===== src/rtl/shift_add_mult_ctrl.sv =====
// Shift-and-add sequencer: one WIDTH-bit add per clock forms an unsigned 2*WIDTH product.
// Optional EARLY_TERM_EN macro: finish as soon as the remaining multiplier bits are all zero.
//   state  | meaning
//   IDLE   | waiting for start; product held
//   BUSY   | one add+shift iteration per edge
//   DONE   | one-cycle done pulse, product valid
module shift_add_mult_ctrl #(
    parameter int WIDTH = 32
) (
    input  logic                 clk,
    input  logic                 reset,
    input  logic                 start,
    input  logic [WIDTH-1:0]     a,
    input  logic [WIDTH-1:0]     b,
    output logic                 busy,
    output logic                 done,
    output logic [2*WIDTH-1:0]   product
);
    localparam int CW = (WIDTH > 1) ? $clog2(WIDTH) : 1;

    typedef enum logic [1:0] {S_IDLE, S_BUSY, S_DONE} state_t;

    state_t             state, state_nxt;
    logic [WIDTH-1:0]   m, m_nxt;
    logic [WIDTH-1:0]   q, q_nxt;
    logic [2*WIDTH-1:0] p, p_nxt, p_iter;
    logic [2*WIDTH-1:0] product_nxt;
    logic [CW-1:0]      count, count_nxt;
    logic [WIDTH-1:0]   addend;
    logic [WIDTH:0]     sum;

    // Shared adder: carry-out lands in the MSB of the shifted partial product.
    always_comb begin
        addend = q[0] ? m : '0;
        sum    = {1'b0, p[2*WIDTH-1:WIDTH]} + {1'b0, addend};
        p_iter = {sum, p[WIDTH-1:1]};
    end

`ifdef EARLY_TERM_EN
    logic [CW:0] shamt;
    assign shamt = (CW+1)'(WIDTH) - {1'b0, count};
`endif

    always_comb begin
        state_nxt   = state;
        m_nxt       = m;
        q_nxt       = q;
        p_nxt       = p;
        count_nxt   = count;
        product_nxt = product;
        case (state)
            S_IDLE: begin
                if (start) begin
                    m_nxt     = a;
                    q_nxt     = b;
                    p_nxt     = '0;
                    count_nxt = '0;
                    state_nxt = S_BUSY;
                end
            end
            S_BUSY: begin
`ifdef EARLY_TERM_EN
                // No multiplier bits left: only the pending right shifts remain.
                if (q == '0) begin
                    product_nxt = p >> shamt;
                    state_nxt   = S_DONE;
                end else
`endif
                begin
                    p_nxt     = p_iter;
                    q_nxt     = q >> 1;
                    count_nxt = count + 1'b1;
                    if (count == CW'(WIDTH-1)) begin
                        product_nxt = p_iter;
                        state_nxt   = S_DONE;
                    end
                end
            end
            S_DONE:  state_nxt = S_IDLE;
            default: state_nxt = S_IDLE;
        endcase
    end

    always_ff @(posedge clk) begin
        if (reset) begin
            state   <= S_IDLE;
            m       <= '0;
            q       <= '0;
            p       <= '0;
            count   <= '0;
            product <= '0;
        end else begin
            state   <= state_nxt;
            m       <= m_nxt;
            q       <= q_nxt;
            p       <= p_nxt;
            count   <= count_nxt;
            product <= product_nxt;
        end
    end

    assign busy = (state == S_BUSY);
    assign done = (state == S_DONE);
endmodule

===== config.mk =====
export PLATFORM = sky130hd
export DESIGN_NAME = shift_add_mult_ctrl
export DESIGN_NICKNAME = d
export VERILOG_FILES = /design/src/rtl/shift_add_mult_ctrl.sv
export SDC_FILE = /design/constraint.sdc
export NUM_CORES = 1
export LEC_CHECK = 0
export BUFFER_PORTS_ARGS = -buffer_cell sky130_fd_sc_hd__clkbuf_2
export CORE_MARGIN = 10
export CORE_UTILIZATION = 52
export CTS_CLUSTER_SIZE = 16
export DETAILED_ROUTE_END_ITERATION = 8
export PLACE_DENSITY = 0.86
export SKIP_LAST_GASP = 1
export SYNTH_ARGS = -nofsm -noshare
export SYNTH_HDL_FRONTEND = slang
export SYNTH_SLANG_ARGS = --single-unit
export TNS_END_PERCENT = 100

===== constraint.sdc =====
create_clock -name clk -period 2.79 [get_ports clk]
set_input_delay 0.558 -clock clk [delete_from_list [all_inputs] [get_ports clk]]
set_output_delay 0.558 -clock clk [all_outputs]
set_load 0.05 [all_outputs]

==> summary.txt, run 1 <==
Worst setup path
  – Largest fanout on the critical path: 9
  – Worst Setup EP: p[62]
  – Slowest Stage Delay on Critical Path: 460 ps
  – Slowest stage cell on the critical path: or4_1
  – Critical Path AT: 3170 ps
  – R2r startpoint: q[0]
  – Buf/Inv on CP: 2
  – Critical path depth in cells: 13
  – Crit-path leading delay family: compound AO/OA/AOI/OAI gates
  – Worst EP required: 3180 ps
  – Worst flop-to-flop path endpoint: p[62]
  – Crit. End Element: register
  – Most used cell, CP: buf_6
  – WS Path Type: register to register
  – Worst reg2reg path depth: 13
  – Reg2reg setup slack: 7 ps
  – Startpoint Class: register
  – CP Launch Point: q[0]
  – Crit path cell chain: buf_6 -> buf_6 -> and2_4 -> ha_4 -> nand3_2 -> o22ai_2 -> o21a_1 -> o2111ai_2 -> a21oi_2 -> o21ai_2 -> o21ba_4 -> or4_1 -> nand3b_1

Synth
  – FF+latch count, synth: 198
  – Mapped Area: 9179 um2
  – Async set-reset flop share out of synthesis: 0
  – Number of synthesized flops with an enable pin: 0
  – Post-Syn Area per Cell: 7.713 um2
  – Syn Nets: 1292
  – Post-synthesis cell type count: 57
  – Mapped Cells: 1190
  – Ys Warns: 0
  – Seq/Total Area, Yosys: 0.4318
  – Ys flop type: dfxtp_1

Clock network
  – Clk sink count: 198
  – Max Root-Sink Buffers: 2
  – CTS Buf Count: 17
  – Clock latency at the later pin of the worst-skew pair: 450 ps
  – # hold bufs at CTS: 0
  – H-tree Lvls: 4
  – Worst-path clk slew: 80 ps
  – Clk root buf: clkbuf_16
  – CTS tree: done

Place
  – Port bufs: 132
  – DP Area: 10160 um2
  – Post-DP HPWL: 16520 um
  – GP Congestion: 0.9024

Cells and area
  – Reg area: 3966 um2
  – Area of the multi-input gates: 5099 um2
  – Commonest non-fill, non-tap cell in the layout: nand2_1
  – Post-route cell area: 11120 um2
  – Area delta synth->final: 21.17%
  – Net count reported at finish: 1408
  – Ant diodes: 0
  – Fin util: 0.6430
  – Most frequent cells in the layout: nand2_1 (310), dfxtp_1 (196), a21oi_1 (164)
  – Layout cells sized above 1: 0.2191
  – Fill cells: 1452

Timing
  – RSZ-0062 raised after global routing: yes
  – Slew Limit Headroom: 0.3923
  – Fin. max-slew vios: 0
  – Final setup fails: 0
  – Max Fclk: 359.3 MHz
  – Total negative slack: 0 ps
  – Final Hold Fails: 0
  – Tcrit/Tclk final: 0.9976
  – Fin crit period: 2783 ps
  – Worst Max-Slew Pin Slew: 908.2 ps
  – Clk_skew: 8.960 ps

Route
  – 1st-iter DRT viols: 738
  – Vias: 8734
  – Total wire length: 24660 um
  – Via density per instance: 5.657
  – Final ANT Viol Nets: 0
  – Initial DRT Pass Iterations: 6
  – Wire per inst: 15.97 um
  – Residual DRC count: 0

GRT
  – Congestion Overflow GR: 0
  – First-pass GRT wire length: 40320 um
  – Initial antenna violation count: 0
  – Number of global-route vias before repair: 8458
  – Total GRT Usage: 0.2008
  – Largest net degree at the start of global routing: 112

Hold path
  – Min-delay src: a[23]
  – Min-Delay Path Class: input pin to register

Power
  – Flop pwr share: 0.499
  – Combinational Power Share: 0.083
  – Pwr dens: 531.4 nW/um2
  – Clock share of power: 0.418
  – Leak: 4.391 nW
  – Max IR drop VDD: 0.4624 mV
  – Sw Pwr: 1.625 mW
  – Switching part of the total power: 0.2750
  – Int Pwr: 4.285 mW

Floorplan
  – Die Width: 152.9 um
  – CORE AREA: 17300 um2
  – Initial Utilization: 0.5307
  – I/O pins: 133
  – Die height: 152.9 um
  – Row count: 48
  – Die area: 23370 um2

Status
  – Status: complete, no violations

Run
  – Max Cap Violations: 0
## how the worst min path moves through the flow
stage / cells after the start / to / slack, ps
3_5_place_dp: 2 / p[56] / 440
4_1_cts: 3 / m[23] / 310
6_report: 3 / m[23] / 320
5_1_grt: 3 / m[23] / 320
2_1_floorplan: 1 / count[3] / 430
3_3_place_gp: 2 / p[56] / 440
## tightest hold or removal path, delay by kind of cell
family / cells / cell delay (ps)
simple gates: 1 / 40
compound gates: 1 / 50
buf+inv: 1 / 80
## routing by layer
layer | part of all wire | wire, um | track usage | vias up
met5 | 0 | 0 | 0 | -
met4 | 0.023 | 559 | 0.07084 | 0
met2 | 0.49 | 12090 | 0.3397 | 294
met3 | 0.058 | 1419 | 0.04405 | 55
met1 | 0.43 | 10590 | 0.2458 | 4073
li1 | - | - | - | 4312
## Yosys cell counts, types with 7 or more instances
master / number / area (um2)
ha_1: 34 / 425.4
xnor2_1: 16 / 140.1
inv_1: 15 / 56.30
xor2_1: 11 / 96.34
and2_1: 34 / 212.7
nor3_1: 8 / 40.04
a22o_1: 10 / 87.58
a31oi_1: 10 / 62.56
dfxtp_1: 198 / 3964
a21oi_1: 175 / 875.8
nand3_1: 56 / 280.3
a21o_1: 12 / 90.09
a311oi_1: 34 / 297.8
buf_1: 17 / 63.81
nand2_1: 313 / 1175
o21bai_1: 10 / 75.07
nand4_1: 7 / 43.79
nor2_1: 74 / 277.8
o21ai_0: 23 / 115.1
clkbuf_1: 62 / 232.7
## sequential cells by signal, indices dropped and copies added (netlist names)
register  cells
p            63
count         5
product      64
m            32
q            32
state         2
## repair_timing
item	4_1_cts	5_1_grt
cloned	1	0
setup buffers	2	4
pin swaps	21	26
endpoints found under the setup margin	17	26
resized for setup	28	40
## metrics by stage
stage / hold slack [ps] / power [mW] / worst slack (ps) / instances
2_1_floorplan: 428.7 / 3.319 / 59.64 / 1190
3_3_place_gp: 441.0 / 3.468 / -138.0 / 1505
3_5_place_dp: 444.9 / 3.481 / -180.9 / 1505
4_1_cts: 310.3 / 5.936 / -5.308 / 1540
5_1_grt: 316.4 / 6.121 / -112.0 / 1544
6_report: 317.8 / 5.910 / 6.765 / 1544
## power groups by stage
stage	Clock [mW]	Sequential [mW]	Combinational [mW]
finish	2.47	2.95	0.488
CTS	2.51	2.95	0.482
global placement	0	3.01	0.458
floorplan	0	3.00	0.320
detailed placement	0	3.01	0.470
global route	2.62	2.96	0.544
## cells by family (layout without fill, tap and decap cells)
| logic type | Yosys count | count (layout) | synth area share |
|---|---|---|---|
| flops | 198 | 198 | 0.4318 |
| fa+ha+maj | 35 | 35 | 0.04853 |
| xor+xnor | 27 | 27 | 0.02576 |
| compound gates | 308 | 308 | 0.2069 |
| simple gates | 518 | 518 | 0.2413 |
| buf+inv | 104 | 233 | 0.04566 |
## area by class of cell
class,instances,share of cell area
Sequential cell,198,0.3566
Timing Repair Buffer,185,0.09945
Multi-Input combinational cell,888,0.4584
Clock inverter,15,0.01654
Clock buffer,17,0.03825
Inverter,16,0.005400
Tap cell,225,0.02531
(Power assumes the default switching activity.)
==> inputs of run 2 (changes only) <==
Settings changed: BUFFER_PORTS_ARGS -buffer_cell sky130_fd_sc_hd__clkbuf_2 to -buffer_cell sky130_fd_sc_hd__buf_2, PLACE_DENSITY 0.86 to 0.84.
Clock period 2.79 ns to 3.5 ns, I/O delays scaled along.
==> run 2 against run 1 <==
Compared with the run above:
- combinational power decreased by 26%
- first-iteration DRC count rose by 5.6%
- power fell by 22%
- count of clock-buffer cells in the layout increased by 1
- largest cell class unchanged
==> summary.txt, run 2 (synthesized netlist as in run 1, its figures left out) <==
Status
  – Status: complete, no violations (unchanged)

GRT
  – Initial antenna violation count: 0 (unchanged)
  – Total GRT Usage: 0.1884 (was 0.2008)
  – Largest net degree at the start of global routing: 84 (was 112)
  – Congestion Overflow GR: 0 (unchanged)
  – Number of global-route vias before repair: 7838 (was 8458)
  – First-pass GRT wire length: 38030 um (was 40320 um)

Timing
  – Fin crit period: 3153 ps (was 2783 ps)
  – Final Hold Fails: 0 (unchanged)
  – Tcrit/Tclk final: 0.9008 (was 0.9976)
  – RSZ-0062 raised after global routing: no (was yes)
  – Final setup fails: 0 (unchanged)
  – Slew Limit Headroom: 0.4181 (was 0.3923)
  – Clk_skew: 8.907 ps (was 8.960 ps)
  – Worst Max-Slew Pin Slew: 869.7 ps (was 908.2 ps)
  – Fin. max-slew vios: 0 (unchanged)
  – Fin worst setup slack: 347.1 ps (was 6.765 ps)
  – Max Fclk: 317.2 MHz (was 359.3 MHz)
  – Total negative slack: 0 ps (unchanged)

Worst setup path
  – Worst Setup EP: p[61] (was p[62])
  – R2r startpoint: q[0] (unchanged)
  – Crit-path leading delay family: compound AO/OA/AOI/OAI gates (unchanged)
  – Critical Path AT: 3460 ps (was 3170 ps)
  – Most used cell, CP: a21oi_1 (was buf_6)
  – CP Launch Point: q[0] (unchanged)
  – Reg2reg setup slack: 350 ps (was 7 ps)
  – Worst reg2reg path depth: 12 (was 13)
  – Largest fanout on the critical path: 32 (was 9)
  – Slowest stage cell on the critical path: fa_1 (was or4_1)
  – Worst flop-to-flop path endpoint: p[61] (was p[62])
  – Crit. End Element: register (unchanged)
  – Critical path depth in cells: 12 (was 13)
  – Buf/Inv on CP: 1 (was 2)
  – Worst EP required: 3810 ps (was 3180 ps)
  – WS Path Type: register to register (unchanged)
  – Crit path cell chain: buf_4 -> nand2_1 -> fa_1 -> nand2b_1 -> a21oi_1 -> o211ai_1 -> a21oi_1 -> nor2_1 -> a211o_1 -> o21ba_1 -> xor2_1 -> o21ai_0 (was buf_6 -> buf_6 -> and2_4 -> ha_4 -> nand3_2 -> o22ai_2 -> o21a_1 -> o2111ai_2 -> a21oi_2 -> o21ai_2 -> o21ba_4 -> or4_1 -> nand3b_1)
  – Slowest Stage Delay on Critical Path: 430 ps (was 460 ps)
  – Startpoint Class: register (unchanged)

Power
  – Max IR drop VDD: 0.3822 mV (was 0.4624 mV)
  – Pwr dens: 443.5 nW/um2 (was 531.4 nW/um2)
  – Leak: 4.193 nW (was 4.391 nW)

Cells and area
  – Ant diodes: 0 (unchanged)
  – Commonest non-fill, non-tap cell in the layout: nand2_1 (unchanged)
  – Largest registers: product (64), p (63) (unchanged)
  – Max reg flops: 64 (unchanged)
  – Area delta synth->final: 13.95% (was 21.17%)
  – Most frequent cells in the layout: nand2_1 (311), dfxtp_1 (198), a21oi_1 (175) (was nand2_1 (310), dfxtp_1 (196), a21oi_1 (164))
  – Layout cells sized above 1: 0.1505 (was 0.2191)
  – Largest Register: product (unchanged)
  – Net count reported at finish: 1366 (was 1408)

Place
  – Pre-CTS WS: 403.2 ps (was -180.9 ps)
  – GP Congestion: 0.9234 (was 0.9024)
  – Post-DP HPWL: 15420 um (was 16520 um)
  – Port bufs: 132 (unchanged)

Clock network
  – Clock latency at the later pin of the worst-skew pair: 430 ps (was 450 ps)
  – Worst-path clk slew: 80 ps (about the same)
  – Post-CTS setup buffers: 0 (was 2)
  – H-tree Lvls: 4 (unchanged)
  – PostCTS Resize Cnt: 0 (was 28)
  – CTS Buf Count: 17 (unchanged)
  – Max Root-Sink Buffers: 2 (unchanged)
  – Clk root buf: clkbuf_16 (unchanged)
  – # hold bufs at CTS: 0 (unchanged)
  – CTS tree: done (unchanged)
  – Clk sink count: 198 (unchanged)

Route
  – Total wire length: 22980 um (was 24660 um)
  – Vias: 8398 (was 8734)
  – 1st-iter DRT viols: 779 (was 738)
  – Initial DRT Pass Iterations: 5 (was 6)
  – Via density per instance: 5.595 (was 5.657)
  – Final ANT Viol Nets: 0 (unchanged)
  – Residual DRC count: 0 (unchanged)
  – Wire per inst: 15.31 um (was 15.97 um)

Run
  – Max Cap Violations: 0 (unchanged)

Floorplan
  – Row count: 48 (unchanged)
  – Die height: 152.9 um (unchanged)
  – Die Width: 152.9 um (unchanged)
  – CORE AREA: 17300 um2 (unchanged)
  – Initial Utilization: 0.5307 (unchanged)
  – Die area: 23370 um2 (unchanged)
  – I/O pins: 133 (unchanged)

Hold path
  – Min-Delay Path Class: register to register (was input pin to register)
run 2: power breakdown:
group | internal, mW | leakage [nW] | switching (mW)
logic | 0.114 | 2.32 | 0.245
registers | 2.32 | 1.61 | 0.0352
clock network | 1.02 | 0.267 | 0.909
total | 3.45 | 4.19 | 1.19
run 2: per-stage QoR:
stage	hold slack, ps	util	total power, mW	instance area, um2	instances
floorplan	428.7	-	2.645	9179	1190
global placement	438.6	0.5714	2.748	9883	1470
detailed placement	443.1	0.5714	2.759	9883	1470
CTS	453.1	0.6047	4.668	10460	1501
global route	472.4	0.6047	4.820	10460	1501
finish	451.4	0.6047	4.638	10460	1501
run 2: worst min-delay path by stage:
stage,startpoint,cells after the start,slack [ps],end
2_1_floorplan,count[3],1,430,count[3]
3_3_place_gp,product[16],2,440,product[16]
3_5_place_dp,product[5],2,440,product[5]
4_1_cts,product[54],2,450,product[54]
5_1_grt,product[20],2,470,product[20]
6_report,product[19],2,450,product[19]
run 2: metal layers:
layer,vias up,global-route usage,wire (um),part of all wire
met4,0,0.05086,204,0.0089
met2,248,0.3133,11160,0.49
met5,-,0,0,0
met3,22,0.04321,1391,0.061
met1,3910,0.2397,10220,0.44
li1,4218,-,-,-
run 2: worst reg2reg max path: cells and delay by family, from the launching register on:
family | cells | cell delay [ps]
flops | 1 | 330
simple gates | 3 | 400
buf+inv | 1 | 290
compound gates | 6 | 1380
fa+ha+maj | 1 | 430
xor+xnor | 1 | 190
run 2: layout make-up:
type | instances | area, um2
Fill cell | 1538 | 6838
Inverter | 16 | 60.06
Clock inverter | 13 | 136.4
Tap cell | 225 | 281.5
Multi-Input combinational cell | 888 | 4816
Clock buffer | 18 | 439.2
Sequential cell | 198 | 3964
Timing Repair Buffer | 143 | 762.0
==> inputs of run 3 (changes only) <==
==> constraint.sdc (replaced) <==
create_clock -name clk -period 3.5 [get_ports clk]
set_input_delay 0.175 -clock clk [delete_from_list [all_inputs] [get_ports clk]]
set_output_delay 0.175 -clock clk [all_outputs]
set_load 0.05 [all_outputs]
==> run 3 against run 2 <==
Compared with the run above:
- sequential power about the same
- power increased by 1.8%
- routed wire length increased by 6.8%
- final area increased by 5.2%
- core utilization increased by 3.1 points
- setup slack got worse by 6.4 ps
- cell count increased by 3.7%
- sequential cell count unchanged
- non-clock buffer count increased by 55
- register-to-register slack about the same
- count of clock-buffer cells in the layout decreased by 1
- highest routed layer unchanged
==> summary.txt, run 3 (synthesized netlist as in run 1, its figures left out) <==
Place
  – GP Congestion: 0.8953 (was 0.9234)
  – Cells after DPL: 1473 (was 1470)
  – Post-DP HPWL: 15610 um (was 15420 um)
  – Port bufs: 132 (unchanged)

GRT
  – Largest net degree at the start of global routing: 80 (was 84)
  – First-pass GRT wire length: 40990 um (was 38030 um)
  – Congestion Overflow GR: 0 (unchanged)
  – Total GRT Usage: 0.2045 (was 0.1884)
  – Initial antenna violation count: 0 (unchanged)
  – Number of global-route vias before repair: 8304 (was 7838)

Run
  – Max Cap Violations: 0 (unchanged)

Timing
  – Worst Max-Slew Pin Slew: 860.6 ps (was 869.7 ps)
  – Final setup fails: 0 (unchanged)
  – Max Fclk: 316.5 MHz (was 317.2 MHz)
  – Final Hold Fails: 0 (unchanged)
  – RSZ-0062 raised after global routing: no (unchanged)
  – Fin crit period: 3159 ps (was 3153 ps)
  – Fin. max-slew vios: 0 (unchanged)
  – Total negative slack: 0 ps (unchanged)
  – Tcrit/Tclk final: 0.9027 (was 0.9008)
  – Clk_skew: 10.44 ps (was 8.907 ps)
  – Slew Limit Headroom: 0.4242 (was 0.4181)

Floorplan
  – CORE AREA: 17300 um2 (unchanged)
  – Die area: 23370 um2 (unchanged)
  – Die Width: 152.9 um (unchanged)
  – Die height: 152.9 um (unchanged)
  – Row count: 48 (unchanged)
  – Initial Utilization: 0.5307 (unchanged)
  – I/O pins: 133 (unchanged)

Clock network
  – Clk root buf: clkbuf_16 (unchanged)
  – H-tree Lvls: 4 (unchanged)
  – CTS tree: done (unchanged)
  – Max Root-Sink Buffers: 2 (unchanged)
  – CTS Buf Count: 17 (unchanged)
  – Clock latency at the later pin of the worst-skew pair: 440 ps (was 430 ps)
  – Worst-path clk slew: 80 ps (about the same)
  – Clk sink count: 198 (unchanged)

Route
  – Initial DRT Pass Iterations: 5 (unchanged)
  – Highest Signal Layer: met4 (unchanged)
  – DR WL met3: 1171 um (was 1391 um)
  – Met2 wire length: 12030 um (was 11160 um)
  – Via density per instance: 5.546 (was 5.595)
  – M1 wire length: 10900 um (was 10220 um)
  – Residual DRC count: 0 (unchanged)
  – Total wire length: 24540 um (was 22980 um)
  – 1st-iter DRT viols: 690 (was 779)
  – Wire per inst: 15.76 um (was 15.31 um)
  – Final ANT Viol Nets: 0 (unchanged)
  – Vias: 8635 (was 8398)

Power
  – Sw Pwr: 1.240 mW (was 1.190 mW)
  – Flop pwr share: 0.498 (was 0.507)
  – Max IR drop VDD: 0.3818 mV (was 0.3822 mV)
  – Int Pwr: 3.481 mW (was 3.448 mW)
  – Leak: 4.443 nW (was 4.193 nW)
  – Clock share of power: 0.415 (was 0.416)
  – Pwr dens: 429.1 nW/um2 (was 443.5 nW/um2)
  – Combinational Power Share: 0.087 (was 0.077)
  – Switching part of the total power: 0.2626 (was 0.2565)

Worst setup path
  – WS Path Type: register to register (unchanged)
  – Crit. End Element: register (unchanged)
  – Worst reg2reg path depth: 12 (unchanged)
  – Startpoint Class: register (unchanged)
  – Largest fanout on the critical path: 32 (unchanged)
  – Critical Path AT: 3500 ps (was 3460 ps)
  – Worst EP required: 3840 ps (was 3810 ps)

Cells and area
  – Max reg flops: 64 (unchanged)
  – Commonest non-fill, non-tap cell in the layout: nand2_1 (unchanged)
  – Largest Register: product (unchanged)
  – Area delta synth->final: 19.86% (was 13.95%)
  – Most frequent cells in the layout: nand2_1 (311), dfxtp_1 (198), a21oi_1 (175) (unchanged)
  – Post-Layout Cell Count: 1557 (was 1501)
  – Layout cells sized above 1: 0.1471 (was 0.1505)
  – Ant diodes: 0 (unchanged)
  – Largest registers: product (64), p (63) (unchanged)
  – Net count reported at finish: 1421 (was 1366)

Status
  – Status: complete, no violations (unchanged)

Hold path
  – Worst Hold Path Cells: 3 (was 2)
  – Min-Delay Path Class: input pin to register (was register to register)
## run 3: changes by cell type in the layout (fill, tap and decap cells not counted)
cell,previous run,this run
dlygate4sd3_1,0,52
clkinvlp_4,5,0
buf_4,10,14
clkinv_4,1,5
clkinv_2,0,2
buf_12,1,0
clkbuf_8,1,0
clkinv_8,0,1
inv_6,3,2
inv_8,3,4
## run 3: repair_timing
action | CTS | global route
setup buffers | 0 | 0
hold buffers | 52 | 0
gates resized for setup | 0 | 0
hold endpoints to repair | 52 | 0
## run 3: final timing paths
kind,end,slack [ps],startpoint
worst min-delay path,q[2],7,b[2]
worst max-delay path,product[61],340,q[0]
worst min register to register,product[17],450,product[17]
worst max register to register,product[61],340,q[0]
## run 3: layer usage
layer | GRT usage | up-vias
met3 | 0.04377 | 43
met5 | 0 | -
li1 | - | 4334
met1 | 0.2572 | 4031
met2 | 0.3445 | 227
met4 | 0.05904 | 0
## run 3: area by class of cell
class                           count  area (um2)
Clock buffer                       17       425.4
Fill cell                        1474        6295
Tap cell                          225       281.5
Clock inverter                     15       162.7
Multi-Input combinational cell    888        4816
Sequential cell                   198        3964
Timing Repair Buffer              198        1292
Inverter                           16       60.06
## run 3: worst max-delay path: stages (launching register included)
cell and delay, ps:
dfxtp_1 330, buf_4 280, nand2_1 150, fa_1 450
nand2b_1 190, a21oi_1 250, o211ai_1 190, a21oi_1 220
nor2_1 70, a211o_1 370, o21ba_1 230, xor2_1 150
o31ai_2 170
## run 3: per-stage QoR
stage	area (um2)	setup WS, ps	power (mW)	hold slack [ps]	util
after floorplan	9179	769.6	2.645	311.0	-
after global placement	9893	461.1	2.750	416.4	0.5720
after detailed placement	9893	382.4	2.757	420.3	0.5720
after CTS	11000	358.3	4.735	0.1187	0.6361
after global routing	11000	169.7	4.897	3.500	0.6361
final	11000	340.7	4.721	7.000	0.6361
## run 3: power groups by stage
stage | Sequential, mW | Clock (mW) | Combinational, mW
finish | 2.35 | 1.96 | 0.412
global route | 2.36 | 2.08 | 0.455
CTS | 2.35 | 1.98 | 0.404
detailed placement | 2.40 | 0 | 0.357
global placement | 2.40 | 0 | 0.351
floorplan | 2.39 | 0 | 0.255
